<file path="config.mk">
export PLATFORM = sky130hd
export DESIGN_NAME = assert_monitor
export DESIGN_NICKNAME = d
export VERILOG_FILES = /design/src/rtl/assert_monitor_pkg.sv /design/src/rtl/assert_prio_popcnt.sv /design/src/rtl/assert_monitor.sv
export SDC_FILE = /design/constraint.sdc
export NUM_CORES = 1
export LEC_CHECK = 0
export ABC_AREA = 0
export CORE_ASPECT_RATIO = 2
export CORE_MARGIN = 2
export CORE_UTILIZATION = 40
export CTS_CLUSTER_SIZE = 20
export DETAILED_ROUTE_END_ITERATION = 12
export PLACE_DENSITY = 0.72
export SYNTH_ARGS = -nofsm -noshare
export SYNTH_HDL_FRONTEND = slang
export SYNTH_SLANG_ARGS = --single-unit
export TNS_END_PERCENT = 20
</file>
<file path="constraint.sdc">
create_clock -name clk -period 5.29 [get_ports clk]
set_input_delay 0.529 -clock clk [delete_from_list [all_inputs] [get_ports clk]]
set_output_delay 0.529 -clock clk [all_outputs]
set_load 0.02 [all_outputs]
</file>
<file path="src/rtl/assert_monitor_pkg.sv">
// Shared definitions for the multi-channel assertion monitor: ID width helper,
// failure message text and default counter width.
package assert_monitor_pkg;

  localparam int unsigned CNT_W_DEF = 8;
  localparam string       FAIL_MSG  = "ASSERTION FAILED: channel";

  // ceil(log2(n)) with a floor of 1 so a single channel still gets a 1-bit ID
  function automatic int unsigned id_width(input int unsigned n);
    int unsigned w;
    w = 0;
    for (int unsigned i = 0; i < 32; i++) begin
      if ((32'd1 << i) < n) w = i + 1;
    end
    return (w == 0) ? 1 : w;
  endfunction

endpackage

</file>
<file path="src/rtl/assert_prio_popcnt.sv">
// Combinational hit-vector reduction: lowest set index, any-set flag and popcount.
module assert_prio_popcnt
  import assert_monitor_pkg::*;
#(
  parameter int unsigned N_CH  = 4,
  parameter int unsigned ID_W  = id_width(N_CH),
  parameter int unsigned CNT_W = CNT_W_DEF
) (
  input  logic [N_CH-1:0]  hit,
  output logic [ID_W-1:0]  low_id_c,
  output logic             any_c,
  output logic [CNT_W:0]   count_c
);

  always_comb begin
    low_id_c = '0;
    any_c    = |hit;
    count_c  = '0;
    // scan downwards so the lowest set index is the one left standing
    for (int i = int'(N_CH) - 1; i >= 0; i--) begin
      if (hit[i]) low_id_c = ID_W'(i);
    end
    for (int i = 0; i < int'(N_CH); i++) begin
      count_c = count_c + (CNT_W + 1)'(hit[i]);
    end
  end

endmodule

</file>
<file path="src/rtl/assert_monitor.sv">
// Multi-channel post-reset assertion monitor: holdoff arming, sticky per-channel
// failure flags, first-fail ID, saturating failure count and a fail pulse.
module assert_monitor
  import assert_monitor_pkg::*;
#(
  parameter int unsigned N_CH          = 4,
  parameter int unsigned HOLDOFF       = 2,
  parameter int unsigned CNT_W         = CNT_W_DEF,
  parameter bit          STOP_ON_FAIL  = 1'b1,
  parameter bit          PRINT_ON_FAIL = 1'b1,
  parameter int unsigned ID_W          = id_width(N_CH)
) (
  input  logic             clk,
  input  logic             reset,
  input  logic [N_CH-1:0]  io_en,
  input  logic [N_CH-1:0]  io_cond,
  input  logic             io_clear,
  output logic             io_armed,
  output logic             io_fail_pulse,
  output logic             io_fail_any,
  output logic [N_CH-1:0]  io_fail_vec,
  output logic             io_first_valid,
  output logic [ID_W-1:0]  io_first_id,
  output logic [CNT_W-1:0] io_fail_count
);

  localparam int unsigned      HO_W    = 8;
  localparam int unsigned      SUM_W   = CNT_W + 2;
  localparam logic [CNT_W-1:0] CNT_MAX = '1;

  logic [HO_W-1:0]  holdoff_q, holdoff_d;
  logic             armed_d;
  logic [N_CH-1:0]  hit_c;
  logic             any_c;
  logic [ID_W-1:0]  low_id_c;
  logic [CNT_W:0]   pop_c;
  logic [N_CH-1:0]  base_vec, vec_d;
  logic [CNT_W-1:0] base_cnt, cnt_d;
  logic             base_valid, first_valid_d;
  logic [ID_W-1:0]  base_id, first_id_d;
  logic [SUM_W-1:0] sum_c;

  assign hit_c = {N_CH{io_armed}} & io_en & ~io_cond;

  assert_prio_popcnt #(
    .N_CH  (N_CH),
    .ID_W  (ID_W),
    .CNT_W (CNT_W)
  ) u_prio_popcnt (
    .hit      (hit_c),
    .low_id_c (low_id_c),
    .any_c    (any_c),
    .count_c  (pop_c)
  );

  // Next-state: clear wipes the accumulated status, this cycle's hits still land
  always_comb begin
    holdoff_d     = (holdoff_q == '0) ? '0 : holdoff_q - HO_W'(1);
    armed_d       = (holdoff_d == '0);
    base_vec      = io_clear ? '0 : io_fail_vec;
    base_cnt      = io_clear ? '0 : io_fail_count;
    base_valid    = io_clear ? 1'b0 : io_first_valid;
    base_id       = io_clear ? '0 : io_first_id;
    vec_d         = base_vec | hit_c;
    sum_c         = SUM_W'(base_cnt) + SUM_W'(pop_c);
    cnt_d         = (sum_c > SUM_W'(CNT_MAX)) ? CNT_MAX : sum_c[CNT_W-1:0];
    first_valid_d = base_valid;
    first_id_d    = base_id;
    if (!base_valid && any_c) begin
      first_valid_d = 1'b1;
      first_id_d    = low_id_c;
    end
  end

  always_ff @(posedge clk) begin
    if (reset) begin
      holdoff_q      <= HO_W'(HOLDOFF);
      io_armed       <= 1'b0;
      io_fail_pulse  <= 1'b0;
      io_fail_any    <= 1'b0;
      io_fail_vec    <= '0;
      io_first_valid <= 1'b0;
      io_first_id    <= '0;
      io_fail_count  <= '0;
    end else begin
      holdoff_q      <= holdoff_d;
      io_armed       <= armed_d;
      io_fail_pulse  <= any_c;
      io_fail_any    <= |vec_d;
      io_fail_vec    <= vec_d;
      io_first_valid <= first_valid_d;
      io_first_id    <= first_id_d;
      io_fail_count  <= cnt_d;
    end
  end

`ifndef SYNTHESIS
  // Simulation-only report of each failing channel, optionally ending the run
  always_ff @(posedge clk) begin
    if (!reset && any_c) begin
      if (PRINT_ON_FAIL) begin
        for (int i = 0; i < int'(N_CH); i++) begin
          if (hit_c[i]) $display("%s %0d", FAIL_MSG, i);
        end
      end
      if (STOP_ON_FAIL) $finish;
    end
  end
`endif

endmodule

</file>
---- After elaboration in Yosys (flattened, before gate mapping) ----
Index checks and enable logic that the tools add are counted.
word-level totals
  input port bits ......................... 11
  logic and storage cells ................. 37
  bits in registers ....................... 26
operators by class
  $add $sub $neg .......................... 5
  reduce and logical (&&, ||, !) cells .... 7
  muxes and demuxes ....................... 12
  magnitude comparators ................... 1
  bitwise logic cells ..................... 4
operators with widths
  operator             number
  $mux 8               3
  $add 9x1->9          2
  $logic_not 8->1      2
  $mux 2               6
  $add 8x9->10         1
  $gt 10x8->1 const B  1
  $and 4x4->4          2
  $reduce_or 4->1      2
  $sub 8x1->8 const B  1
  $mux 4               1
  $not 4->4            1
  $or 4x4->4           1
  $add 1x1->2          1
  $mux 1               2
  $reduce_bool 2->1    1
  $logic_and 1x1->1    1
  $logic_not 1->1      1

---- Logic depth before layout (Yosys ltp) ----
  word-level depth ........................ 8
  mapped depth ............................ 13
  mapped depth without buffers ............ 13

---- Hierarchy ----
Synthesis repeated with hierarchy kept, for this count alone.
unflattened totals
  cells, all modules ...................... 177
  area total of the unflattened synthesis .. 1,487.7 µm²
by module, submodules not included
  module              area an instance (µm²)  sequential area each (µm²)  instances  cells an instance
  assert_monitor      1,335.0                 520.5                       1          156
  assert_prio_popcnt  152.6                   0.0                         1          21

---- Least setup slack after synthesis ----
Ideal clock, no wire load.
  path kind ............................... in2reg
  start point ............................. input port io_cond[0]
  end point ............................... register io_fail_count[0]
  path slack .............................. 2.348 ns
  cell stages on the path ................. 13
  arrival time ............................ 2.871 ns
  data required time ...................... 5.219 ns
  setup time .............................. 0.071 ns
  path through ............................ and3b_1 -> inv_1 -> ha_1 -> inv_1 -> fa_1 -> inv_1 -> ha_1 -> inv_1 -> fa_1 -> nor2b_1 -> o2111ai_1 -> nand2b_1 -> a21oi_1
on the way
  longest elaborated chain between the ends .. 8
RTL lines
  what                           line                      RTL
  start, declared                assert_monitor.sv:16      input logic [N_CH-1:0] io_cond,
  $not 4->4 (*)                  assert_monitor.sv:43      assign hit_c = {N_CH{io_armed}} & io_en & ~io_cond;
  $and 4x4->4 (*)                assert_monitor.sv:43
  $add 1x1->2 (*)                assert_prio_popcnt.sv:24  count_c = count_c + (CNT_W + 1)'(hit[i]);
  $add 9x1->9 (*) (2 in series)  assert_prio_popcnt.sv:24
  $add 8x9->10 (*)               assert_monitor.sv:65      sum_c = SUM_W'(base_cnt) + SUM_W'(pop_c);
  $gt 10x8->1                    assert_monitor.sv:66      cnt_d = (sum_c > SUM_W'(CNT_MAX)) ? CNT_MAX : sum_c[CNT_W-1:0];
  $mux 8 (*)                     assert_monitor.sv:66
  end signal, assigned           assert_monitor.sv:93      io_fail_count <= cnt_d;
  end, declared                  assert_monitor.sv:24      output logic [CNT_W-1:0] io_fail_count
Mark *: on every way between the ends. The rest lies on a longest branch, timed or not.
A chain may end at the register's enable or synchronous reset.

---- Worst setup path after layout ----
  start point ............................. input port io_cond[0]
  end point ............................... register io_fail_count[1]
Same word-level chain as after synthesis.

==> flow_summary.toml <==
[final_layout]
fraction_of_layout_cells_with_a_size_suffix_above_1_pct = 6.11
finalNetCount = 202
area_delta_synth_final_pct = 26.5
num-fill-cells = 310
final_cell_area_um2 = 1680
antenna-diode-count = 0
stdcell_count = 211
final-seq-area_um2 = 520
multi_input_comb_area_um2 = 751

[pwr]
p_clk_share_pct = 16.6
ir_drop_uv = 297
leakage_nw = 0.644
internal_power_w = 0.000420
pwr_density_cell_nw_per_um2 = 397
power_total_w = 0.000669
power_switching_w = 0.000249
seq_power_share_pct = 42.6
combPwrFrac_pct = 40.8
p_sw_share_pct = 37.2

[setup_path]
timing.critical_path.fanout_max = 4
worst_setup_path_end_kind = "flop"
worst-r2r-cell-count = 13
start_kind = "input pin"
worst-endpoint-arrival_ns = 3.48
worst_ep_required_time_ns = 5.48
criticalPathCategory = "input pin to flop"

[detailed_routing]
drt_iter0_markers = 22
postRouteWirelength_um = 2930
drt_pre_antenna_iters = 4
routed_via_density = 5.54
average_routed_wire_per_standard_cell_um = 13.9
drt_drc_violations_left = 0
ant_nets = 0
via_count = 1168

[cts]
clock_tree.root_cell = "sky130_fd_sc_hd__clkbuf_8"
post_cts_resized = 0
cts_hold_buf = 0
clock_sinks = 26
cts_inserted_buffers = 3
cts_setup_buffers = 0
clk_path_buf_depth = 2
clock_latency_ns = 0.27
path_clk_slew_ns = 0.08
cts_htree_levels = 1
tritoncts = "done"

[floorplan]
die_y_um = 85.6
dieWidth_um = 44.8
floorplan.io_pins = 29
initial_core_util_pct = 41.7
die_area_um2 = 3830
site_rows = 29
coreArea_um2 = 3190

[global_route]
grt_pass1_vias = 1138
initial_antenna_violation_count = 0
first_pass_grt_wire_length_um = 4980
global_route.usage.total_pct = 16.9
gr-total-overflow = 0
grt_start_max_net_pins = 21

[sta]
fin_setup_tns_ns = 0
fin_crit_sh_pct = 62.2
maxSlewViolCount = 0
pin_slew_with_the_least_headroom_to_its_limit_ns = 0.686
fin_worst_skew_ns = 0.00156
timing.final.crit_period_ns = 3.29
report.final.hold_viol_count = 0
fmax_mhz = 304
grt_setup_unrepaired = "false"
slew_headroom_pct = 54.1
report.final.setup_viol = 0

[yosys]
synth.ff_latch_count = 26
synth-main-ff-cell = "sky130_fd_sc_hd__dfxtp_1"
syn-instance-count = 151
synth_nets = 171
synthesis.area_per_instance_um2 = 8.82
synth-edff-count = 0
synth_seq_area_share_pct = 39.1
post_synth_cell_types = 41
warning_count_from_the_yosys_run = 0
syn-cell-area_um2 = 1330
synthArstFlopShare_pct = 0

[min_path]
hold_path_depth = 2
hold_path_class = "flop to flop"

[placed_design]
dpl-instance-area_um2 = 1640
place_hpwl_um = 2360
placed_cells_incl_taps = 208
port_buffers = 28
gp_congestion = 0.854

[flow_run]
max_cap_viol_count = 0

[outcome]
run_status = "completed"
-- critical path, stage by stage --
cell,delay (ns)
sky130_fd_sc_hd__clkdlybuf4s50_1,0.40
sky130_fd_sc_hd__and3b_1,0.28
sky130_fd_sc_hd__inv_1,0.06
sky130_fd_sc_hd__ha_1,0.27
sky130_fd_sc_hd__inv_1,0.04
sky130_fd_sc_hd__fa_1,0.42
sky130_fd_sc_hd__inv_1,0.06
sky130_fd_sc_hd__ha_1,0.15
sky130_fd_sc_hd__inv_1,0.05
sky130_fd_sc_hd__fa_1,0.39
sky130_fd_sc_hd__nor2b_1,0.23
sky130_fd_sc_hd__o2111ai_1,0.21
sky130_fd_sc_hd__nand2b_1,0.23
sky130_fd_sc_hd__a21oi_1,0.15
-- flip-flops by register name, summed over array words and instances (netlist names) --
name	count
holdoff_q	8
io_fail_count	8
io_fail_vec	4
io_first_id	2
io_armed	1
io_fail_any	1
io_fail_pulse	1
io_first_valid	1
-- per-layer routing --
metal | vias up | track usage (%) | routed length, um
met1 | 551 | 19.6 | 1130
met5 | - | 0 | 0
li1 | 586 | - | -
met4 | 0 | 7.49 | 73
met2 | 24 | 29.5 | 1630
met3 | 7 | 2.32 | 96
-- layout by cell type (no fill, tap or decap), types with 2 or more instances in the layout --
cell,instances
sky130_fd_sc_hd__nand2b_1,2
sky130_fd_sc_hd__nor3_1,3
sky130_fd_sc_hd__nor2_1,13
sky130_fd_sc_hd__dfxtp_1,26
sky130_fd_sc_hd__o22ai_1,2
sky130_fd_sc_hd__and3b_1,2
sky130_fd_sc_hd__clkbuf_8,3
sky130_fd_sc_hd__nand3_1,2
sky130_fd_sc_hd__nand3b_1,3
sky130_fd_sc_hd__a211oi_1,2
sky130_fd_sc_hd__nand4b_1,2
sky130_fd_sc_hd__xnor2_1,3
sky130_fd_sc_hd__xor2_1,3
sky130_fd_sc_hd__o21ai_0,6
sky130_fd_sc_hd__clkdlybuf4s50_1,28
sky130_fd_sc_hd__ha_1,7
sky130_fd_sc_hd__inv_1,14
sky130_fd_sc_hd__fa_1,2
sky130_fd_sc_hd__nand2_1,12
sky130_fd_sc_hd__a21oi_1,17
sky130_fd_sc_hd__nor2b_1,6
sky130_fd_sc_hd__or2_2,2
-- stage by stage --
stage / utilization, % / worst slack, ns / hold WS [ns]
after floorplan: - / 2.35 / 0.456
after global placement: 51.4 / 1.78 / 0.449
after detailed placement: 51.4 / 1.72 / 0.466
after CTS: 52.7 / 1.98 / 0.478
after global routing: 52.7 / 1.75 / 0.506
final: 52.7 / 2.00 / 0.469
-- final timing paths --
path | from | endpoint | slack (ns)
max reg2reg | io_armed | io_fail_count[1] | 2.28
min reg2reg | io_first_id[0] | io_first_id[0] | 0.47
min | io_first_id[0] | io_first_id[0] | 0.47
max | io_cond[0] | io_fail_count[1] | 2.00
-- cell usage after synthesis, types with 2 or more instances --
cell | number | share of area [%]
sky130_fd_sc_hd__and3b_1 | 2 | 1.3
sky130_fd_sc_hd__a21oi_1 | 17 | 6.4
sky130_fd_sc_hd__nand3_1 | 2 | 0.75
sky130_fd_sc_hd__xnor2_1 | 3 | 2.0
sky130_fd_sc_hd__a211oi_1 | 2 | 1.1
sky130_fd_sc_hd__clkbuf_1 | 2 | 0.56
sky130_fd_sc_hd__fa_1 | 2 | 3.0
sky130_fd_sc_hd__nor2b_1 | 6 | 2.8
sky130_fd_sc_hd__o21ai_0 | 6 | 2.3
sky130_fd_sc_hd__dfxtp_1 | 26 | 39
sky130_fd_sc_hd__xor2_1 | 3 | 2.0
sky130_fd_sc_hd__nand4b_1 | 2 | 1.3
sky130_fd_sc_hd__nand3b_1 | 3 | 1.7
sky130_fd_sc_hd__nand2b_1 | 2 | 0.94
sky130_fd_sc_hd__inv_1 | 14 | 3.9
sky130_fd_sc_hd__o22ai_1 | 2 | 0.94
sky130_fd_sc_hd__nor2_1 | 13 | 3.7
sky130_fd_sc_hd__nor3_1 | 3 | 1.1
sky130_fd_sc_hd__or2_2 | 2 | 0.94
sky130_fd_sc_hd__nand2_1 | 12 | 3.4
sky130_fd_sc_hd__ha_1 | 7 | 6.6
-- area by class of cell --
class	count	area share (%)
multi-input combinational	109	44.6
sequential	26	30.9
timing repair buffer	28	16.6
inverter	14	3.12
clock buffer	3	2.45
tap	31	2.30
-- power groups by stage --
stage | Sequential (W) | Clock, W | Combinational, W
floorplan | 0.000301 | 0 | 0.000175
global placement | 0.000287 | 0 | 0.000265
detailed placement | 0.000290 | 0 | 0.000275
CTS | 0.000285 | 0.000114 | 0.000277
global route | 0.000291 | 0.000121 | 0.000305
finish | 0.000285 | 0.000111 | 0.000273
-- cell families (layout without fill, tap and decap cells) --
kind of cell | count (synthesis) | in the layout | share of synthesized area, %
AO/OA/AOI/OAI | 35 | 35 | 16.0
buffers and inverters | 16 | 45 | 4.51
AND/OR/NAND/NOR | 58 | 58 | 25.8
adder cells (fa/ha/maj) | 9 | 9 | 9.59
XOR/XNOR | 6 | 6 | 3.95
multiplexers | 1 | 1 | 1.13
flip-flops | 26 | 26 | 39.1
No activity file was read; power rests on OpenSTA's default activity.
